`src/rtl/cordic_dot_product_seq.sv`:
```
// Dot-product sequencer that feeds operand pairs to cordic_multiply one at a time
// and accumulates the returned products, returning a WL-bit saturated result.
module cordic_dot_product_seq #(
  parameter int WL     = 16,
  parameter int FL     = 14,
  parameter int LEN_W  = 4,
  parameter int ACC_WL = WL + LEN_W
) (
  input  logic             clk,
  input  logic             rst_n,
  input  logic             start,
  input  logic [LEN_W-1:0] len,
  input  logic [WL-1:0]    a_in,
  input  logic [WL-1:0]    b_in,
  input  logic             in_valid,
  output logic             in_ready,
  output logic             mul_start,
  output logic [WL-1:0]    mul_in1,
  output logic [WL-1:0]    mul_in2,
  input  logic [WL-1:0]    mul_out,
  input  logic             mul_done,
  output logic [WL-1:0]    result,
  output logic             sat,
  output logic             done,
  output logic             busy
);

  // The binary point only matters to the multiplier; products arrive already aligned.
  if (FL < 0 || FL >= WL) begin : g_fl_out_of_range
  end

  typedef enum logic [2:0] {IDLE, FETCH, ISSUE, WAIT, ACC, FIN} state_t;

  localparam logic signed [ACC_WL-1:0] POS_MAX = {{(ACC_WL-WL+1){1'b0}}, {(WL-1){1'b1}}};
  localparam logic signed [ACC_WL-1:0] NEG_MIN = {{(ACC_WL-WL+1){1'b1}}, {(WL-1){1'b0}}};

  state_t                    state, state_nxt;
  logic [LEN_W-1:0]          count;
  logic signed [ACC_WL-1:0]  acc, acc_sum, acc_fin;
  logic [WL-1:0]             prod_r;
  logic                      mul_done_q, mul_rise;
  logic [WL-1:0]             res_nxt;
  logic                      sat_nxt;

  // Edge detect makes pulse-style and held-level multiplier done look the same.
  assign mul_rise  = mul_done & ~mul_done_q;
  assign acc_sum   = acc + {{(ACC_WL-WL){prod_r[WL-1]}}, prod_r};

  assign in_ready  = (state == FETCH);
  assign mul_start = (state == ISSUE);
  assign done      = (state == FIN);
  assign busy      = (state != IDLE);

  always_comb begin
    state_nxt = state;
    case (state)
      IDLE:    if (start) state_nxt = (len == '0) ? FIN : FETCH;
      FETCH:   if (in_valid) state_nxt = ISSUE;
      ISSUE:   state_nxt = WAIT;
      WAIT:    if (mul_rise) state_nxt = ACC;
      ACC:     state_nxt = (count == LEN_W'(1)) ? FIN : FETCH;
      FIN:     state_nxt = IDLE;
      default: state_nxt = IDLE;
    endcase
  end

  // Result is registered on the edge entering FIN so it is valid alongside done.
  always_comb begin
    acc_fin = (state == ACC) ? acc_sum : '0;
    res_nxt = acc_fin[WL-1:0];
    sat_nxt = 1'b0;
    if (acc_fin > POS_MAX) begin
      res_nxt = {1'b0, {(WL-1){1'b1}}};
      sat_nxt = 1'b1;
    end else if (acc_fin < NEG_MIN) begin
      res_nxt = {1'b1, {(WL-1){1'b0}}};
      sat_nxt = 1'b1;
    end
  end

  always_ff @(posedge clk or negedge rst_n) begin
    if (!rst_n) begin
      state      <= IDLE;
      count      <= '0;
      acc        <= '0;
      prod_r     <= '0;
      mul_in1    <= '0;
      mul_in2    <= '0;
      mul_done_q <= 1'b0;
      result     <= '0;
      sat        <= 1'b0;
    end else begin
      state      <= state_nxt;
      mul_done_q <= mul_done;
      if (state == IDLE && start) begin
        count <= len;
        acc   <= '0;
      end
      if (state == FETCH && in_valid) begin
        mul_in1 <= a_in;
        mul_in2 <= b_in;
      end
      if (state == WAIT && mul_rise) prod_r <= mul_out;
      if (state == ACC) begin
        acc   <= acc_sum;
        count <= count - 1'b1;
      end
      if (state_nxt == FIN) begin
        result <= res_nxt;
        sat    <= sat_nxt;
      end
    end
  end

endmodule

```
`config.mk`:
```
export PLATFORM = sky130hd
export DESIGN_NAME = cordic_dot_product_seq
export DESIGN_NICKNAME = d
export VERILOG_FILES = /design/src/rtl/cordic_dot_product_seq.sv
export SDC_FILE = /design/constraint.sdc
export NUM_CORES = 1
export LEC_CHECK = 0
export ABC_AREA = 0
export CORE_UTILIZATION = 43
export DETAILED_ROUTE_END_ITERATION = 10
export HOLD_SLACK_MARGIN = 0.06
export PLACE_DENSITY_LB_ADDON = 0.25
export SLEW_MARGIN = 20
export SYNTH_ARGS = -nofsm -noshare
export SYNTH_HDL_FRONTEND = slang
export SYNTH_SLANG_ARGS = --single-unit
```
`constraint.sdc`:
```
create_clock -name clk -period 4.4 [get_ports clk]
set_input_delay 1.1 -clock clk [delete_from_list [all_inputs] [get_ports clk]]
set_output_delay 1.1 -clock clk [all_outputs]
set_load 0.005 [all_outputs]
```
Yosys cells after proc, flatten, opt, wreduce, memory -nomap -nowiden
Cells that the tools add are included.
{"block": "totals", "reg_bits": 93, "out_inout_bits": 53}
{"block": "classes", "add_sub_neg": 2, "n_lt_le_gt_ge": 2, "n_eq_ne": 7, "n_mux": 15, "n_bitwise": 2, "n_reduce_logical": 7}
{"cell": "$mux 20", "n": 3}
{"cell": "$mux 16", "n": 2}
{"cell": "$add 20x20->20", "n": 1}
{"cell": "$gt 20x16->1 const B", "n": 1}
{"cell": "$lt 20x16->1 const B", "n": 1}
{"cell": "$mux 3", "n": 5}
{"cell": "$pmux 3 s5", "n": 1}
{"cell": "$eq 3x3->1 const B", "n": 3}
{"cell": "$mux 4", "n": 2}
{"cell": "$eq 3x2->1 const B", "n": 2}
{"cell": "$eq 4x1->1 const B", "n": 1}
{"cell": "$logic_not 4->1", "n": 1}
{"cell": "$sub 4x1->4 const B", "n": 1}
{"cell": "$eq 3x1->1 const B", "n": 1}
{"cell": "$logic_and 1x1->1", "n": 3}
{"cell": "$logic_not 3->1", "n": 1}
{"cell": "$reduce_bool 3->1", "n": 1}
{"cell": "$mux 1", "n": 2}
{"cell": "$reduce_bool 2->1", "n": 1}
{"cell": "$and 1x1->1", "n": 1}
{"cell": "$not 1->1", "n": 1}

Logic depth before layout (Yosys ltp)
Gate-level depths: netlist of run 1.
{"block": "depth", "depth_word": 5, "mapped_depth": 12}

Worst setup path after synthesis of run 1
No wires, ideal clock.
{"block": "synth_timing", "kind": "register -> register", "from": "reg acc[11]", "to": "reg result[0]", "arrival_ps": 2505, "required_ps": 4267, "slack_ps": 1761, "path_stages_with_launch": 12, "path_buffers": 2, "period_less_slack_ps": 2639, "cell_sequence": "dfrtp_1 > ha_1 > buf_6 > a21o_1 > a21o_1 > a211oi_2 > a211o_2 > o211ai_1 > or2_2 > o311ai_4 > buf_6 > o211ai_2"}
{"block": "synth_between", "elab_chain_len": 5}
{"element": "start: declaration", "line_no": "39", "rtl": "logic signed [ACC_WL-1:0] acc, acc_sum, acc_fin;"}
{"element": "start signal: assignment", "line_no": "105", "rtl": "acc <= acc_sum;"}
{"element": "$add 20x20->20 *", "line_no": "47", "rtl": "assign acc_sum = acc + {{(ACC_WL-WL){prod_r[WL-1]}}, prod_r};"}
{"element": "$mux 20 *", "line_no": "69", "rtl": "acc_fin = (state == ACC) ? acc_sum : '0;"}
{"element": "$lt 20x16->1", "line_no": "75", "rtl": "end else if (acc_fin < NEG_MIN) begin"}
{"element": "$mux 16", "line_no": "75"}
{"element": "$mux 16 *", "line_no": "72", "rtl": "if (acc_fin > POS_MAX) begin"}
{"element": "end signal: assignment", "line_no": "109", "rtl": "result <= res_nxt;"}
{"element": "end: declaration", "line_no": "22", "rtl": "output logic [WL-1:0] result,"}
Every way passes the cells marked *; elsewhere a longest branch is shown, timed or not.
A chain may end at the register's enable or synchronous reset.

Worst setup path in the final report of run 1
{"block": "layout_timing", "from": "reg acc[11]", "to": "reg result[6]"}
The elaborated chain is that of the path after synthesis.

==> results of run 1 <==
cells by family after synthesis:
family	share of synthesized area (%)
AND/OR/NAND/NOR	11.9
AO/OA/AOI/OAI	14.7
flip-flops	49.3
multiplexers	11.7
buffers and inverters	2.97
adder cells (fa/ha/maj)	5.99
XOR/XNOR	3.47
registers in the layout, summed over array words and instances, names as in the netlist:
register,count
acc,20
mul_in1,16
mul_in2,16
prod_r,16
result,16
count,4
state,3
mul_done_q,1
sat,1
cells in the final DEF (no fill, tap or decap), drive strengths merged, types with 2 or more instances in the layout:
| cell type | synthesis | layout |
|---|---|---|
| o211ai | 15 | 15 |
| xnor2 | 13 | 13 |
| xor2 | 4 | 4 |
| nand3b | 2 | 2 |
| a22oi | 2 | 2 |
| clkbuf | 15 | 9 |
| ha | 21 | 21 |
| clkinvlp | 0 | 2 |
| nor3 | 4 | 4 |
| a22o | 4 | 4 |
| nand4 | 3 | 3 |
| clkdlybuf4s50 | 0 | 108 |
| a21o | 7 | 7 |
| o311ai | 6 | 6 |
| o21ai | 19 | 19 |
| inv | 11 | 11 |
| nor3b | 3 | 3 |
| nand2 | 75 | 75 |
| nor2 | 16 | 16 |
| bufinv | 0 | 2 |
| nand2b | 5 | 5 |
| mux2 | 48 | 48 |
| and2 | 3 | 3 |
| nand3 | 5 | 5 |
| and3 | 4 | 4 |
| a21oi | 24 | 24 |
| dfrtp | 93 | 93 |
| clkinv | 0 | 3 |
| a211oi | 3 | 3 |
| buf | 4 | 8 |
| a31oi | 4 | 4 |
how the worst min path moves through the flow:
| stage | start | slack, ns | depth (start not counted) | endpoint |
|---|---|---|---|---|
| after floorplan | acc[14]$_DFFE_PN0P_ | 0.45 | 2 | acc[14]$_DFFE_PN0P_ |
| after global placement | result[15]$_DFFE_PN0N_ | 0.47 | 2 | result[15]$_DFFE_PN0N_ |
| after detailed placement | acc[2]$_DFFE_PN0P_ | 0.47 | 2 | acc[2]$_DFFE_PN0P_ |
| after CTS | acc[4]$_DFFE_PN0P_ | 0.49 | 2 | acc[4]$_DFFE_PN0P_ |
| after global routing | acc[5]$_DFFE_PN0P_ | 0.51 | 2 | acc[5]$_DFFE_PN0P_ |
| final | result[15]$_DFFE_PN0N_ | 0.49 | 2 | result[15]$_DFFE_PN0N_ |
worst max-delay path: cells and delay by family, from the launching register on:
kind	cells	cell delay, ns
AOI/OAI and AO/OA	6	2.10
xor gates and xnor gates	1	0.19
adders and majority gates	1	0.40
DFF	1	0.39
and+or+nand+nor	1	0.13
cell type report:
type	instances	share of cell area (%)
clock inverters	7	1.46
inverters	11	0.669
clock buffers	9	2.01
flip-flops and latches	93	37.7
multi-input cells	306	36.6
repair buffers	116	18.8
well taps	136	2.76
routing by layer:
metal	global-route usage, %	wire (um)
met5	0	0
met4	6.46	181
met3	4.98	390
met2	33.2	5410
met1	26.1	4850
power by group:
part           internal, mW  switching (mW)
Combinational          1.20            1.06
Clock                 0.317           0.301
Sequential             1.26           0.263
Total                  2.78            1.63
stage by stage:
step | hold WS (ns) | cells | total power [mW] | area [sq um]
after floorplan | 0.453 | 429 | 2.93 | 4720
after global placement | 0.465 | 661 | 3.73 | 5930
after detailed placement | 0.472 | 661 | 3.79 | 5930
after CTS | 0.494 | 677 | 4.43 | 6140
after global routing | 0.513 | 678 | 4.74 | 6170
final | 0.488 | 678 | 4.41 | 6170
==> out/qor.yml, run 1 <==
fmax_mhz: 294
start_kind: "flop"
rows: 37
synthTopCellsByCount: "dfrtp_1, nand2_1, mux2_2, a21oi_1, ha_1"
routedWlPerCell_um: 16.0
clk_pin_slew_worst_paths_ns: 0.09
grt_setup_unrepaired: "false"
vias_per_cell: 5.22
drv_slew: 0
routabilityCongestion: 0.890
hpwl_um: 7980
ctsResizeCount: 0
r2r_start: "acc[11]$_DFFE_PN0P_"
post-route-util_pct: 59.0
fin_nets: 616
cp_data_arrival_time_ns: 3.58
hold_class: "reg -> reg"
drtAntennaViolNets: 0
cts_inserted_buffers: 9
endpoint_kind: "flop"
synthToLayoutAreaGrowth_pct: 30.8
dp_slack_ns: 1.00
routed_wl_um: 10800
dieArea_sq_mm: 0.0114
cp-startpoint: "acc[11]$_DFFE_PN0P_"
worstRegToRegCells: 9
antenna_found_initial: 0
powerDensity_mw_per_mm2: 714
post-route-min-period_ns: 3.40
syn_nets: 508
cp.required_ns: 4.58
synth_area_per_cell_sq_um: 11.0
yosysTopAreaCell: "dfrtp_1"
cts_tree: "done"
worst_slew_pin_slew_ns: 0.876
crit_end: "result[6]$_DFFE_PN0N_"
crit_path_max_incr_delay_ns: 0.80
post-route-drc-count: 0
grt_pass1_wl_um: 17900
syn_inst: 429
relSlewSlack_pct: 41.5
finalHoldViolations: 0
crit_slowest_cell: "o311ai_4"
die_y_um: 107
io_buffers: 109
grt_pass1_vias: 3685
seq_area_frac_synth_pct: 49.3
r2r_end: "result[6]$_DFFE_PN0N_"
yosys_warnings: 0
cts_setup_buffers: 0
synth_area_sq_mm: 0.00472
grt_max_degree: 78
fin_skew_ns: 0.0102
via_count: 3541
multi_input_area_sq_mm: 0.00226
drtIter0Drc: 238
fin_ws_ns: 1.00
outcome: "finished, final reports clean"
globalRoute.totalOverflow: 0
path_cells: "ha_1, a21o_1, a21o_1, a211oi_2, nand2_2, a31oi_1, xnor2_1, o311ai_4, o311ai_0"
critPathKind: "reg -> reg"
diodes: 0
max-clock-path-buffers: 2
ios: 110
dr.pass1.iters: 4
synth_area_leaders: "dfrtp_1, mux2_2, nand2_1"
setup_violations: 0
ff_latch_area_sq_mm: 0.00233
cts_root_buffer: "clkbuf_8"
yosysMostFrequentCell: "dfrtp_1"
clk_latency_ns: 0.37
synth_edf_count: 0
cp_max_fo: 16
ys_ff_latch: 93
start_util_pct: 45.1
die_x_um: 107
synth_cell_type_count: 53
cts_hold_buf: 0
drive_above_1_share_pct: 17.9
cts-htree-levels: 3
r2r_slack_ns: 1.00
finalSetupTns_ns: 0
critPathMostFrequentCell: "a21o_1"
max_cap_viol_count: 0
period_share_pct: 77.2
synth-main-ff-cell: "dfrtp_1"
cts.sinks: 93
leakagePower_nw: 2.74
core_area_sq_mm: 0.0105
fillers: 909
vdd.ir_drop.worst_mv: 0.265
async_reset_ff_share_pct: 100
globalRouteTotalUtil_pct: 20.2
synth_top_area_share_pct: 49.3
Note: power is estimated with default switching activity, not from simulation.
==> run 2: changes to the inputs <==
clock period = 3.3 ns   (was 4.4 ns; I/O delays follow)
==> out/qor.yml, run 2 (synthesized netlist as in run 1, its figures left out) <==
endpoint_kind: "flop"
finalHoldViolations: 0  # unchanged
cts_tree: "done"
clk_latency_ns: 0.37  # about the same
dr.pass1.iters: 4  # unchanged
dp_cells: 665  # +0.61%
io_buffers: 109  # unchanged
cp_max_fo: 9  # -7
rows: 37  # unchanged
top_register: "acc"
grt_setup_unrepaired: "false"
fin_ws_ns: 0.288  # -0.716 ns
cts-htree-levels: 3  # unchanged
worst_slew_pin_slew_ns: 0.763  # -0.113 ns
max_cap_viol_count: 0  # unchanged
critPathKind: "reg -> reg"
cts_hold_buf: 0  # unchanged
period_share_pct: 91.3  # +14 points
routedWlPerCell_um: 16.5  # +3.2%
start_kind: "flop"
dp_slack_ns: 0.228  # -0.777 ns
path_cells: "ha_1, inv_1, fa_1, nand2b_1, a21oi_1, o21ai_0, nand2_2, o211ai_1, or2_2, o311ai_4, buf_4, o211ai_1"
vias_per_cell: 5.26  # +0.75%
post-route-min-period_ns: 3.01  # -0.384 ns
start_util_pct: 45.1  # unchanged
use_met2_pct: 33.9  # +0.65 points
relSlewSlack_pct: 48.4  # +7.0 points
dieArea_sq_mm: 0.0114  # unchanged
use_met3_pct: 3.53  # -1.5 points
die_x_um: 107  # unchanged
via_count: 3594  # +1.5%
fin_nets: 621  # +0.81%
core_area_sq_mm: 0.0105  # unchanged
max-clock-path-buffers: 2  # unchanged
drtAntennaViolNets: 0  # unchanged
clk_pin_slew_worst_paths_ns: 0.09  # about the same
final_cell_mix: "clkdlybuf4s50_1, dfrtp_1, nand2_1"
fin_skew_ns: 0.0122  # +0.00201 ns
crit_family: "compound AO/OA/AOI/OAI gates"
crit_path_max_incr_delay_ns: 0.37  # -0.43 ns
cts.sinks: 93  # unchanged
grt_pass1_wl_um: 18100  # +1.1%
vdd.ir_drop.worst_mv: 0.404  # +52%
synthToLayoutAreaGrowth_pct: 31.5
largest_reg_flops: 20  # unchanged
diodes: 0  # unchanged
fmax_mhz: 332  # +13%
fillers: 904  # -0.55%
grt_pass1_vias: 3656  # -0.79%
fin_cells: 683  # +0.74%
drtIter0Drc: 203  # -15%
ios: 110  # unchanged
cts_root_buffer: "clkbuf_8"
grt_max_degree: 93  # +19%
crit_slowest_cell: "dfrtp_1"
routabilityCongestion: 0.911  # +2.3%
globalRouteTotalUtil_pct: 20.6  # +0.44 points
busiest_layer: "met2"
cp_num_buf_inv: 2  # +2
final_common_cell: "clkdlybuf4s50_1"
grtUsageMet1_pct: 27.1  # +0.94 points
post-route-drc-count: 0  # unchanged
antenna_found_initial: 0  # unchanged
finalSetupTns_ns: 0  # unchanged
setup_violations: 0  # unchanged
cts_inserted_buffers: 9  # unchanged
drv_slew: 0  # unchanged
powerDensity_mw_per_mm2: 952  # +33%
power_mw: 5.91  # +34%
hpwl_um: 8060  # +1.0%
hold_class: "in -> async"
leakagePower_nw: 2.76  # +0.84%
cp.required_ns: 3.55  # -1.03 ns
hold_slack_ns: 0.230  # -0.258 ns
die_y_um: 107  # unchanged
cp_data_arrival_time_ns: 3.26  # -0.32 ns
critPathMostFrequentCell: "o211ai_1"
drive_above_1_share_pct: 18.8  # +0.93 points
globalRoute.totalOverflow: 0  # unchanged
outcome: "finished, final reports clean"
routed_wl_um: 11300  # +4.0%
-- run 2: path summary, 6_finish.rpt --
path / from / to / slack [ns] / depth (start not counted)
min reg2reg: acc[13]$_DFFE_PN0P_ / acc[13]$_DFFE_PN0P_ / 0.48 / 2
min: rst_n / prod_r[10]$_DFFE_PN0P_ / 0.23 / 1
max reg2reg: acc[0]$_DFFE_PN0P_ / result[14]$_DFFE_PN0N_ / 0.29 / 12
max: acc[0]$_DFFE_PN0P_ / result[14]$_DFFE_PN0N_ / 0.29 / 12
min in group clk: acc[13]$_DFFE_PN0P_ / acc[13]$_DFFE_PN0P_ / 0.48 / 2
max in group asynchronous: rst_n / result[14]$_DFFE_PN0N_ / 2.40 / 2
-- run 2: routing by layer --
layer  routed length (um)  vias to the layer above  share of wire [%]
met3                  410                       19                3.6
li1                     -                     1746                  -
met4                  270                        0                2.4
met2                 5540                       87                 49
met1                 5040                     1742                 45
met5                    0                        -                  0
-- run 2: stage by stage --
step / utilization, % / area [sq um]
after floorplan: - / 4720
after CTS: 59.1 / 6180
after global placement: 57.1 / 5970
final: 59.3 / 6210
after global routing: 59.3 / 6210
after detailed placement: 57.1 / 5970
-- run 2: final cells by class --
class / instances / area (sq um) / share of cell area, %
sequential: 93 / 2330 / 37.5
clock inverter: 5 / 58.8 / 0.948
multi-input combinational: 306 / 2270 / 36.5
timing repair buffer: 121 / 1190 / 19.2
clock buffer: 11 / 151 / 2.44
inverter: 11 / 41.3 / 0.665
tap: 136 / 170 / 2.74
-- run 2: what timing repair did --
item                       4_1_cts  5_1_grt
gates resized for setup          0        2
setup endpoints to repair        0        3
setup buffers                    0        2
-- run 2: power by group --
part           switching, mW  internal, mW
clock                  0.407         0.391
sequential             0.362          1.68
combinational           1.45          1.62
total                   2.22          3.69
